==> config.mk <==
export PLATFORM = sky130hd
export DESIGN_NAME = store_buffer_flat
export DESIGN_NICKNAME = d
export VERILOG_FILES = /design/src/rtl/mips_core_pkg.sv /design/src/rtl/d_cache_input_ifc.sv /design/src/rtl/store_buffer_fwd_match.sv /design/src/rtl/store_buffer.sv /design/src/flat_wrapper.sv
export SDC_FILE = /design/constraint.sdc
export NUM_CORES = 1
export LEC_CHECK = 0
export CORE_MARGIN = 2
export CORE_UTILIZATION = 40
export DETAILED_ROUTE_END_ITERATION = 6
export PLACE_DENSITY_LB_ADDON = 0.25
export SKIP_CTS_REPAIR_TIMING = 1
export SYNTH_ARGS = -nofsm -noshare
export SYNTH_HDL_FRONTEND = slang
export SYNTH_SLANG_ARGS = --single-unit
==> constraint.sdc <==
create_clock -name clk -period 9.7 [get_ports clk]
set_input_delay 0.97 -clock clk [delete_from_list [all_inputs] [get_ports clk]]
set_output_delay 0.97 -clock clk [all_outputs]
set_load 0.1 [all_outputs]
==> src/rtl/mips_core_pkg.sv <==
// Shared core types: address/data words, cache port payloads and store-buffer entries.
package mips_core_pkg;

  localparam int unsigned ADDR_WIDTH = 32;
  localparam int unsigned DATA_WIDTH = 32;

  typedef logic [ADDR_WIDTH-1:0] Address;
  typedef logic [DATA_WIDTH-1:0] Data;

  typedef enum logic {
    READ  = 1'b0,
    WRITE = 1'b1
  } MemAccessType;

  typedef struct packed {
    logic valid;
    Data  data;
  } cache_output_t;

  typedef struct packed {
    logic   valid;
    Address addr;
    Data    data;
  } store_buffer_entry_t;

  typedef enum logic {
    SB_IDLE  = 1'b0,
    SB_ISSUE = 1'b1
  } sb_drain_state_t;

endpackage

==> src/rtl/d_cache_input_ifc.sv <==
// Request bundle presented to a D-cache port of memory_unit.
interface d_cache_input_ifc;
  import mips_core_pkg::*;

  logic         valid;
  MemAccessType mem_action;
  Address       addr;
  Address       addr_next;
  Data          data;

  modport in  (input  valid, mem_action, addr, addr_next, data);
  modport out (output valid, mem_action, addr, addr_next, data);
endinterface

==> src/rtl/store_buffer_fwd_match.sv <==
// Youngest-match search of the store buffer for store-to-load forwarding.
module store_buffer_fwd_match
  import mips_core_pkg::*;
#(
  parameter int unsigned DEPTH = 4
) (
  input  store_buffer_entry_t [DEPTH-1:0] entries,
  input  logic [$clog2(DEPTH)-1:0]        head,
  input  Address                          fwd_addr,
  output logic                            fwd_hit,
  output Data                             fwd_data
);

  localparam int unsigned IW = $clog2(DEPTH);

  logic [IW-1:0] idx;

  // Walk oldest to youngest so the last match (closest to tail) wins.
  always_comb begin
    fwd_hit  = 1'b0;
    fwd_data = '0;
    idx      = '0;
    for (int unsigned k = 0; k < DEPTH; k++) begin
      idx = head + IW'(k);
      if (entries[idx].valid && (entries[idx].addr == fwd_addr)) begin
        fwd_hit  = 1'b1;
        fwd_data = entries[idx].data;
      end
    end
  end

endmodule

==> src/rtl/store_buffer.sv <==
// In-order store buffer: queues committed stores, drains them one at a time to the
// memory_unit store port and forwards word data to the load path.
module store_buffer
  import mips_core_pkg::*;
#(
  parameter int unsigned DEPTH = 4
) (
  input  logic                     clk,
  input  logic                     rst_n,
  input  logic                     push_valid,
  input  Address                   push_addr,
  input  Data                      push_data,
  output logic                     push_ready,
  d_cache_input_ifc.out            store_input,
  input  cache_output_t            store_output,
  input  Address                   fwd_addr,
  output logic                     fwd_hit,
  output Data                      fwd_data,
  output logic                     empty,
  output logic [$clog2(DEPTH):0]   count
);

  localparam int unsigned IW = $clog2(DEPTH);
  localparam int unsigned PW = IW + 1;

  store_buffer_entry_t [DEPTH-1:0] entries;
  logic [PW-1:0]   head;
  logic [PW-1:0]   tail;
  logic [PW-1:0]   head_next;
  logic [PW-1:0]   tail_next;
  logic [IW-1:0]   head_idx;
  logic [IW-1:0]   tail_idx;
  logic            full;
  logic            do_push;
  logic            do_pop;
  sb_drain_state_t state;

  assign head_idx = head[IW-1:0];
  assign tail_idx = tail[IW-1:0];
  assign full     = (head_idx == tail_idx) && (head[IW] != tail[IW]);
  assign empty    = (head == tail);
  assign count    = tail - head;

  assign push_ready = !full;
  assign do_push    = push_valid && !full;
  assign do_pop     = store_output.valid && !empty;

  always_comb begin
    head_next = head;
    tail_next = tail;
    if (do_pop)  head_next = head + PW'(1);
    if (do_push) tail_next = tail + PW'(1);
  end

  // Pointer/entry update and drain state; state tracks whether a head entry is live.
  always_ff @(posedge clk or negedge rst_n) begin
    if (!rst_n) begin
      head    <= '0;
      tail    <= '0;
      entries <= '0;
      state   <= SB_IDLE;
    end else begin
      if (do_push) begin
        entries[tail_idx] <= '{valid: 1'b1, addr: push_addr, data: push_data};
      end
      if (do_pop) begin
        entries[head_idx].valid <= 1'b0;
      end
      head  <= head_next;
      tail  <= tail_next;
      state <= (head_next != tail_next) ? SB_ISSUE : SB_IDLE;
    end
  end

  // Request drops in the completion cycle so memory_unit never re-issues the finishing store.
  assign store_input.valid      = (state == SB_ISSUE) && !store_output.valid;
  assign store_input.mem_action = WRITE;
  assign store_input.addr       = entries[head_idx].addr;
  assign store_input.addr_next  = entries[head_idx].addr;
  assign store_input.data       = entries[head_idx].data;

  logic unused_store_data;
  assign unused_store_data = ^store_output.data;

  store_buffer_fwd_match #(
    .DEPTH(DEPTH)
  ) u_fwd_match (
    .entries  (entries),
    .head     (head_idx),
    .fwd_addr (fwd_addr),
    .fwd_hit  (fwd_hit),
    .fwd_data (fwd_data)
  );

endmodule

==> src/flat_wrapper.sv <==
// flat-port wrapper written by rule: the top's interface ports become plain ports
module store_buffer_flat import mips_core_pkg::*;
#(
  parameter int unsigned DEPTH = 4
)
  (clk, rst_n, push_valid, push_addr, push_data, push_ready, store_output, fwd_addr, fwd_hit, fwd_data, empty, count, store_input_valid, store_input_mem_action, store_input_addr, store_input_addr_next, store_input_data);
  d_cache_input_ifc store_input_i ();
  input  logic clk;
  input  logic rst_n;
  input  logic push_valid;
  input  Address push_addr;
  input  Data push_data;
  output logic push_ready;
  input  cache_output_t store_output;
  input  Address fwd_addr;
  output logic fwd_hit;
  output Data fwd_data;
  output logic empty;
  output logic [$clog2(DEPTH):0] count;
  output wire logic [$bits(store_input_i.valid)-1:0] store_input_valid;
  output wire logic [$bits(store_input_i.mem_action)-1:0] store_input_mem_action;
  output wire logic [$bits(store_input_i.addr)-1:0] store_input_addr;
  output wire logic [$bits(store_input_i.addr_next)-1:0] store_input_addr_next;
  output wire logic [$bits(store_input_i.data)-1:0] store_input_data;
  assign store_input_valid = store_input_i.valid;
  assign store_input_mem_action = store_input_i.mem_action;
  assign store_input_addr = store_input_i.addr;
  assign store_input_addr_next = store_input_i.addr_next;
  assign store_input_data = store_input_i.data;
  store_buffer #(.DEPTH(DEPTH)) u_core (.clk(clk), .rst_n(rst_n), .push_valid(push_valid), .push_addr(push_addr), .push_data(push_data), .push_ready(push_ready), .store_input(store_input_i), .store_output(store_output), .fwd_addr(fwd_addr), .fwd_hit(fwd_hit), .fwd_data(fwd_data), .empty(empty), .count(count));
endmodule
==> results of run 1 <==
## layout make-up
class | instances | area share
Inverter | 8 | 0.00129
Antenna cell | 1 | 0.000107
Tap cell | 664 | 0.0356
Clock inverter | 6 | 0.00359
Timing Repair Buffer | 257 | 0.108
Sequential cell | 267 | 0.287
Multi-Input combinational cell | 1069 | 0.522
Clock buffer | 49 | 0.0424
## worst paths after layout
kind,from,endpoint,slack [ns],cells after the start
worst min-delay path,u_core.head[2],u_core.head[2],0.50,1
worst max-delay path,u_core.head[1],fwd_data[2],1.50,13
min in group asynchronous,rst_n,asynchronous set/reset pin,0.52,1
max in group asynchronous,rst_n,u_core.head[1],7.73,2
worst max register to register,u_core.head[1],u_core.state,5.54,8
worst min register to register,u_core.head[2],u_core.head[2],0.50,1
## through the flow
stage          cell area [um2]   util  std cells  hold WS, ns
2_1_floorplan            19800      -       1524        0.466
3_3_place_gp             22300  0.456       2265        0.480
3_5_place_dp             22300  0.456       2265        0.489
4_1_cts                  23300  0.478       2320        0.498
5_1_grt                  23300  0.478       2320        0.509
6_report                 23300  0.478       2321        0.496
## logic make-up after synthesis
family | Yosys count
xor gates and xnor gates | 132
DFF | 267
buffers and inverters | 188
adders and majority gates | 11
and+or+nand+nor | 222
muxes | 544
AOI/OAI and AO/OA | 159
other | 1
## routing by layer
metal | share of wire | wire (um) | up-vias
met4 | 0.020 | 1120 | 6
met3 | 0.064 | 3670 | 76
met5 | 0.00075 | 43 | -
met2 | 0.50 | 28700 | 535
met1 | 0.41 | 23700 | 7528
li1 | - | - | 6134
## Yosys cell counts, types with 2 or more instances
library cell,n,share of area
ha_1,10,0.0063
a221oi_1,2,0.00089
nor4_1,11,0.0035
nor2b_1,6,0.0019
clkbuf_1,73,0.014
o21ai_1,29,0.0073
a21oi_1,47,0.012
dfrtp_1,267,0.34
nand2b_1,2,0.00063
o2bb2ai_1,2,0.00089
a222oi_1,2,0.0010
nor2_1,46,0.0087
o22ai_1,6,0.0019
inv_1,7,0.0013
buf_6,8,0.0046
nand3b_1,2,0.00076
a211oi_1,2,0.00076
o221ai_1,3,0.0013
mux2_2,260,0.15
mux2i_1,55,0.028
nand4_1,53,0.017
nor3_1,4,0.0010
xnor2_1,101,0.045
xor2_1,31,0.014
a31oi_1,35,0.011
mux4_2,229,0.26
o21ai_0,13,0.0033
buf_1,9,0.0017
and3_1,33,0.010
buf_2,44,0.011
o22a_1,2,0.00089
nand2_1,52,0.0099
a22o_1,2,0.00089
nor4_2,3,0.0019
a2111oi_2,3,0.0023
buf_4,46,0.017
nand3_1,4,0.0010
a2bb2oi_1,3,0.0013
==> run_results.csv, run 1 <==
group,metric,value,unit
global_route,antenna_found_initial,3,
job,timing.max_cap.violations,0,
clock_tree,h-tree-depth,2,
clock_tree,clock-root-buffer,"clkbuf_16",
critical_path,cp_cell_sequence,"inv_1 -> ha_4 -> buf_4 -> mux4_2 -> xor2_1 -> nor4_1 -> nand2_1 -> a2111oi_4 -> buf_4 -> and3_1 -> o21ai_1 -> a31oi_1 -> clkdlybuf4s50_1",
floorplan,die-area,51200,um2
sta,rsz0062_at_grt,"false",
synth,ys_seq_area_frac,0.338,
sta,min_period,8.20,ns
critical_path,crit_top_cell,"buf_4",
critical_path,critPathRequiredTime,8.73,ns
synth,synthAdderAreaFrac,0.00735,
global_route,met2_usage,0.385,
sta,fin_ws,1.50,ns
cells_and_area,final_cell_mix,"dfrtp_1, mux2_2, mux4_2",
cells_and_area,multi_input_area,12200,um2
cells_and_area,drive_above_1_share,0.352,
cells_and_area,fill_cells,4410,
synth,synth-xor-area-share,0.0585,
global_route,busiest_layer,"met2",
sta,skew,0.0184,ns
critical_path,cp.arrival,7.23,ns
global_route,track_usage,0.226,
sta,drv_slew,0,
critical_path,slowest_stage,"clkdlybuf4s50_1",
place,post-place-ws,2.09,ns
floorplan,start_util,0.404,
routing,via_per_inst,6.15,
critical_path,crit_type,"reg2out",
synth,synth_top_family_by_area,"multiplexers",
synth,netlist_area,19800,um2
floorplan,rows,81,
routing,ant_nets,0,
synth,yosys.area_share.simple,0.0590,
place,io_buffers,234,
global_route,met3_usage,0.0380,
synth,synthesis.nets,1667,
critical_path,cp_top_family,"buffers and inverters",
synth,async_reset_ff_frac,1.00,
synth,ys_types,55,
critical_path,cp_num_buf_inv,4,
sta,timing.final.crit_share,0.846,
global_route,grt_first_pass_wirelength,87.9,mm
clock_tree,cts_tree,"built",
synth,yosys_register_bits,267,
synth,postSynthAreaPerCell,13.0,um2
cells_and_area,seq_area,6690,um2
global_route,grt_max_degree,155,
floorplan,fp.dieW,226,um
cells_and_area,final_common_cell,"dfrtp_1",
global_route,grt_pass1_vias,14200,
floorplan,die_h,226,um
routing,routedWlPerCell,24.6,um
clock_tree,clk_pin_slew_worst_paths,0.06,ns
clock_tree,cts_buffers,34,
outcome,status,"completed",
place,hpwl,37.5,mm
routing,dr.pass1.iters,5,
synth,syn_inst,1524,
synth,synth_top_flop_cell,"dfrtp_1",
routing,drc_errors,0,
critical_path,critPathMaxFanout,65,
sta,finalSetupViolations,0,
critical_path,start_kind,"flop",
synth,synthMuxAreaShare,0.437,
clock_tree,clock-sinks,267,
sta,timing.fmax,0.122,GHz
synth,synth_compound_area_frac,0.0495,
global_route,grt.met1_usage,0.303,
sta,hold_violations,0,
routing,routed_wl,57.2,mm
cells_and_area,nets,1780,
clock_tree,clock_path_buffers,3,
critical_path,max_stage_delay,1.20,ns
sta,relSlewSlack,0.276,
synth,synth_warnings,0,
floorplan,io_pins,268,
floorplan,core-area,48800,um2
routing,drtIter0Drc,1075,
routing,via_count,14300,
global_route,grt-ovfl-total,0,
synth,synth-edff-count,0,
place,gp_congestion,0.885,
clock_tree,clkLatencyLatePin,0.54,ns
sta,worst_pin_slew,1.08,ns
cells_and_area,syn_to_final_growth,18.1,%
hold_path,hold_class,"reg2reg",
critical_path,cp-end-kind,"output port",
sta,setup_tns,0,ns
Power of run 1 is not shown: default switching activity piles up to over one toggle a cycle in this logic, so the estimate is an artifact.
==> inputs of run 2 (changes only) <==
- clock period: 9.7 -> 7.95 ns (I/O delays scaled with it)
==> run_results.csv, run 2 (same netlist as run 1, synthesis figures left out) <==
group,metric,value,unit
sta,timing.fmax,0.151,GHz
sta,skew,0.0138,ns
critical_path,cp_num_buf_inv,4,
sta,drv_slew,0,
routing,wl_met1,23.2,mm
sta,min_period,6.64,ns
hold_path,hold_class,"in2async",
cells_and_area,syn_to_final_growth,19.9,%
global_route,grt_pass1_vias,14200,
sta,relSlewSlack,0.274,
clock_tree,clock-root-buffer,"clkbuf_16",
cells_and_area,drive_above_1_share,0.371,
clock_tree,clk_pin_slew_worst_paths,0.05,ns
routing,ant_nets,0,
critical_path,r2r_slack,3.35,ns
critical_path,crit_top_cell,"buf_4",
routing,highest_layer,"met5",
sta,timing.final.crit_share,0.836,
sta,worst_pin_slew,1.09,ns
job,timing.max_cap.violations,0,
critical_path,r2r-start,"u_core.head[0]",
sta,finalSetupViolations,0,
critical_path,max_stage_delay,0.89,ns
critical_path,crit_type,"reg2out",
outcome,status,"completed",
clock_tree,h-tree-depth,2,
routing,dr.pass1.iters,5,
floorplan,core-area,48800,um2
critical_path,cp_cell_sequence,"inv_1 -> ha_4 -> buf_4 -> mux4_2 -> xnor2_1 -> nand4_1 -> nor4_4 -> buf_4 -> and3_1 -> o21ai_0 -> a31oi_1 -> buf_12",
floorplan,die_h,226,um
floorplan,io_pins,268,
floorplan,start_util,0.404,
global_route,track_usage,0.225,
clock_tree,clock-sinks,267,
critical_path,reg2reg_depth,8,
place,gp_congestion,0.834,
routing,routed_wl,56.9,mm
critical_path,cp-end-kind,"output port",
routing,via_per_inst,6.11,
critical_path,cp.depth,12,
place,io_buffers,234,
critical_path,crit_start,"u_core.head[1]",
global_route,grt_max_degree,151,
sta,hold_violations,0,
place,hpwl,37.4,mm
routing,drc_errors,0,
routing,routedWlPerCell,24.4,um
routing,wl_met2,28.5,mm
floorplan,die-area,51200,um2
critical_path,start_kind,"flop",
global_route,grt_first_pass_wirelength,86.6,mm
cells_and_area,utilization,0.485,
sta,timing.hold.ws,0.318,ns
sta,rsz0062_at_grt,"false",
critical_path,critPathRequiredTime,7.15,ns
floorplan,fp.dieW,226,um
cells_and_area,nets,1781,
critical_path,critPathMaxFanout,65,
floorplan,rows,81,
clock_tree,cts_buffers,35,
cells_and_area,final_common_cell,"dfrtp_1",
critical_path,crit_end,"fwd_data[0]",
routing,drtIter0Drc,1067,
critical_path,cp.arrival,5.85,ns
cells_and_area,final_cell_mix,"dfrtp_1, mux2_2, mux4_2",
critical_path,cp_top_family,"buffers and inverters",
sta,setup_tns,0,ns
clock_tree,clkLatencyLatePin,0.53,ns
routing,wl_met3,3.55,mm
clock_tree,clock_path_buffers,3,
global_route,antenna_found_initial,4,
critical_path,slowest_stage,"dfrtp_4",
clock_tree,cts_tree,"built",
global_route,grt-ovfl-total,0,
routing,via_count,14200,
run 2: changes by cell type in the layout (fill, tap and decap cells not counted), sizes merged, moves of 2 or more:
cell,delta
diode,+3
clkinv,+4
clkdlybuf4s50,-27
clkbuf,+2
buf,+27
run 2: layout make-up:
class	instances	area, um2
antenna	4	10.0
clock buffer	51	1040
clock inverter	10	129
fill	4312	25200
inverter	8	30.0
multi-input combinational	1069	12200
sequential	267	6690
tap	664	831
timing repair buffer	257	2790
run 2: worst reg2reg max path: cells and delay by family, from the launching register on:
kind / cells / cell delay, ns
buf+inv: 3 / 2.03
simple gates: 3 / 1.23
fa+ha+maj: 1 / 0.43
flops: 1 / 0.42
mux: 1 / 0.38
run 2: metal layers:
metal	GRT usage	vias to the layer above
met5	0	-
met4	0.0777	2
met3	0.0355	93
met2	0.383	579
met1	0.291	7420
li1	-	6141
run 2: worst min-delay path by stage:
stage,startpoint,end,slack [ns],depth (start not counted)
after floorplan,u_core.tail[2],u_core.tail[2],0.47,1
after global placement,u_core.head[2],u_core.head[2],0.48,1
after detailed placement,u_core.tail[2],u_core.tail[2],0.49,1
after CTS,rst_n,asynchronous set/reset pin,0.38,1
after global routing,rst_n,asynchronous set/reset pin,0.44,1
final,rst_n,asynchronous set/reset pin,0.32,1
run 2: metrics by stage:
| step | cells | setup slack [ns] | area (um2) |
|---|---|---|---|
| 2_1_floorplan | 1524 | 1.47 | 19800 |
| 3_3_place_gp | 2265 | 1.90 | 22500 |
| 3_5_place_dp | 2265 | 1.89 | 22500 |
| 4_1_cts | 2326 | 1.31 | 23700 |
| 5_1_grt | 2327 | 1.06 | 23700 |
| 6_report | 2330 | 1.31 | 23700 |
Power of run 2 is left out for the same reason.
==> inputs of run 3 (changes only) <==
- clock period: 7.95 -> 6.75 ns (I/O delays scaled with it)
==> run_results.csv, run 3 (same netlist as run 1, synthesis figures left out) <==
group,metric,value,unit
clock_tree,cts_tree,"built",
clock_tree,clock-sinks,267,
routing,via_per_inst,6.14,
sta,rsz0062_at_grt,"false",
sta,skew,0.0256,ns
routing,ant_nets,0,
critical_path,cp-end-kind,"output port",
sta,drv_slew,0,
clock_tree,cts_buffers,35,
global_route,track_usage,0.226,
sta,timing.final.crit_share,0.884,
routing,dr.pass1.iters,5,
critical_path,slowest_stage,"buf_4",
clock_tree,clock_path_buffers,3,
critical_path,start_kind,"flop",
routing,routed_wl,57.1,mm
cells_and_area,fill_cells,4332,
place,dpl_cell_area,22600,um2
clock_tree,h-tree-depth,2,
floorplan,die-area,51200,um2
sta,finalSetupViolations,0,
critical_path,critPathRequiredTime,6.07,ns
routing,routedWlPerCell,24.6,um
global_route,antenna_found_initial,6,
critical_path,max_stage_delay,0.61,ns
cells_and_area,nets,1778,
critical_path,crit_top_cell,"buf_4",
critical_path,critPathMaxFanout,65,
floorplan,core-area,48800,um2
clock_tree,clock-root-buffer,"clkbuf_16",
global_route,grt_first_pass_wirelength,88.1,mm
routing,via_count,14300,
sta,worst_pin_slew,1.08,ns
cells_and_area,final_cell_mix,"dfrtp_1, mux2_2, mux4_2",
global_route,grt_max_degree,173,
critical_path,r2r-start,"u_core.head[0]",
critical_path,cp.arrival,5.29,ns
sta,timing.fmax,0.168,GHz
sta,relSlewSlack,0.279,
cells_and_area,final_cell_area,23800,um2
sta,hold_violations,0,
critical_path,r2r_slack,3.10,ns
floorplan,rows,81,
clock_tree,clk_pin_slew_worst_paths,0.05,ns
place,gp_congestion,0.857,
cells_and_area,syn_to_final_growth,20.5,%
floorplan,io_pins,268,
hold_path,hold_class,"in2async",
global_route,grt_pass1_vias,14500,
global_route,grt-ovfl-total,0,
floorplan,start_util,0.404,
sta,min_period,5.97,ns
cells_and_area,drive_above_1_share,0.371,
sta,setup_tns,0,ns
critical_path,reg2reg_depth,7,
place,hpwl,37.0,mm
place,post-place-ws,1.44,ns
sta,fin_ws,0.780,ns
routing,drc_errors,0,
clock_tree,clkLatencyLatePin,0.55,ns
outcome,status,"completed",
job,timing.max_cap.violations,0,
floorplan,fp.dieW,226,um
cells_and_area,final_common_cell,"dfrtp_1",
critical_path,cp_cell_sequence,"clkinv_1 -> ha_4 -> buf_4 -> mux2i_1 -> o22ai_1 -> nor3_1 -> nand3_1 -> a2111oi_4 -> buf_4 -> and3_1 -> o21ai_1 -> a31oi_1 -> buf_12",
critical_path,crit_type,"reg2out",
place,io_buffers,234,
critical_path,cp_num_buf_inv,4,
floorplan,die_h,226,um
critical_path,cp_top_family,"buffers and inverters",
routing,drtIter0Drc,989,
run 3: layout make-up:
class,count,area (um2),share of cell area
well taps,664,831,0.0349
inverters,8,30.0,0.00126
diodes,2,5.00,0.000210
clock inverters,12,146,0.00615
repair buffers,254,2900,0.122
multi-input cells,1069,12200,0.512
flip-flops and latches,267,6690,0.281
clock buffers,47,1020,0.0430
run 3: worst register-to-register path, cell delays in order (launching register included):
cell,delay [ns]
dfrtp_4,0.45
buf_12,0.54
ha_1,0.47
nand3b_1,0.12
and2_1,0.55
nand2_4,0.51
buf_4,0.51
mux2_2,0.37
run 3: per-layer routing:
metal / vias up / global-route usage / wire (um)
met1: 7463 / 0.293 / 23000
li1: 6128 / - / -
met4: 8 / 0.0724 / 1610
met3: 104 / 0.0441 / 3890
met5: - / 0 / 45
met2: 565 / 0.384 / 28500
run 3: per-stage QoR:
step / util / hold WS, ns / std cells
CTS: 0.487 / 0.174 / 2321
global route: 0.487 / 0.171 / 2323
floorplan: - / 0.379 / 1524
global placement: 0.463 / 0.482 / 2262
detailed placement: 0.463 / 0.483 / 2262
finish: 0.487 / 0.127 / 2323
run 3: how the worst max path moves through the flow:
stage / start / end / depth (start not counted)
3_5_place_dp: u_core.head[0] / fwd_data[1] / 13
4_1_cts: u_core.head[0] / fwd_data[1] / 13
2_1_floorplan: u_core.head[1] / fwd_data[10] / 19
5_1_grt: u_core.head[0] / fwd_data[1] / 13
3_3_place_gp: u_core.head[0] / fwd_data[1] / 13
6_report: u_core.head[0] / fwd_data[2] / 13
Power of run 3 is left out for the same reason.
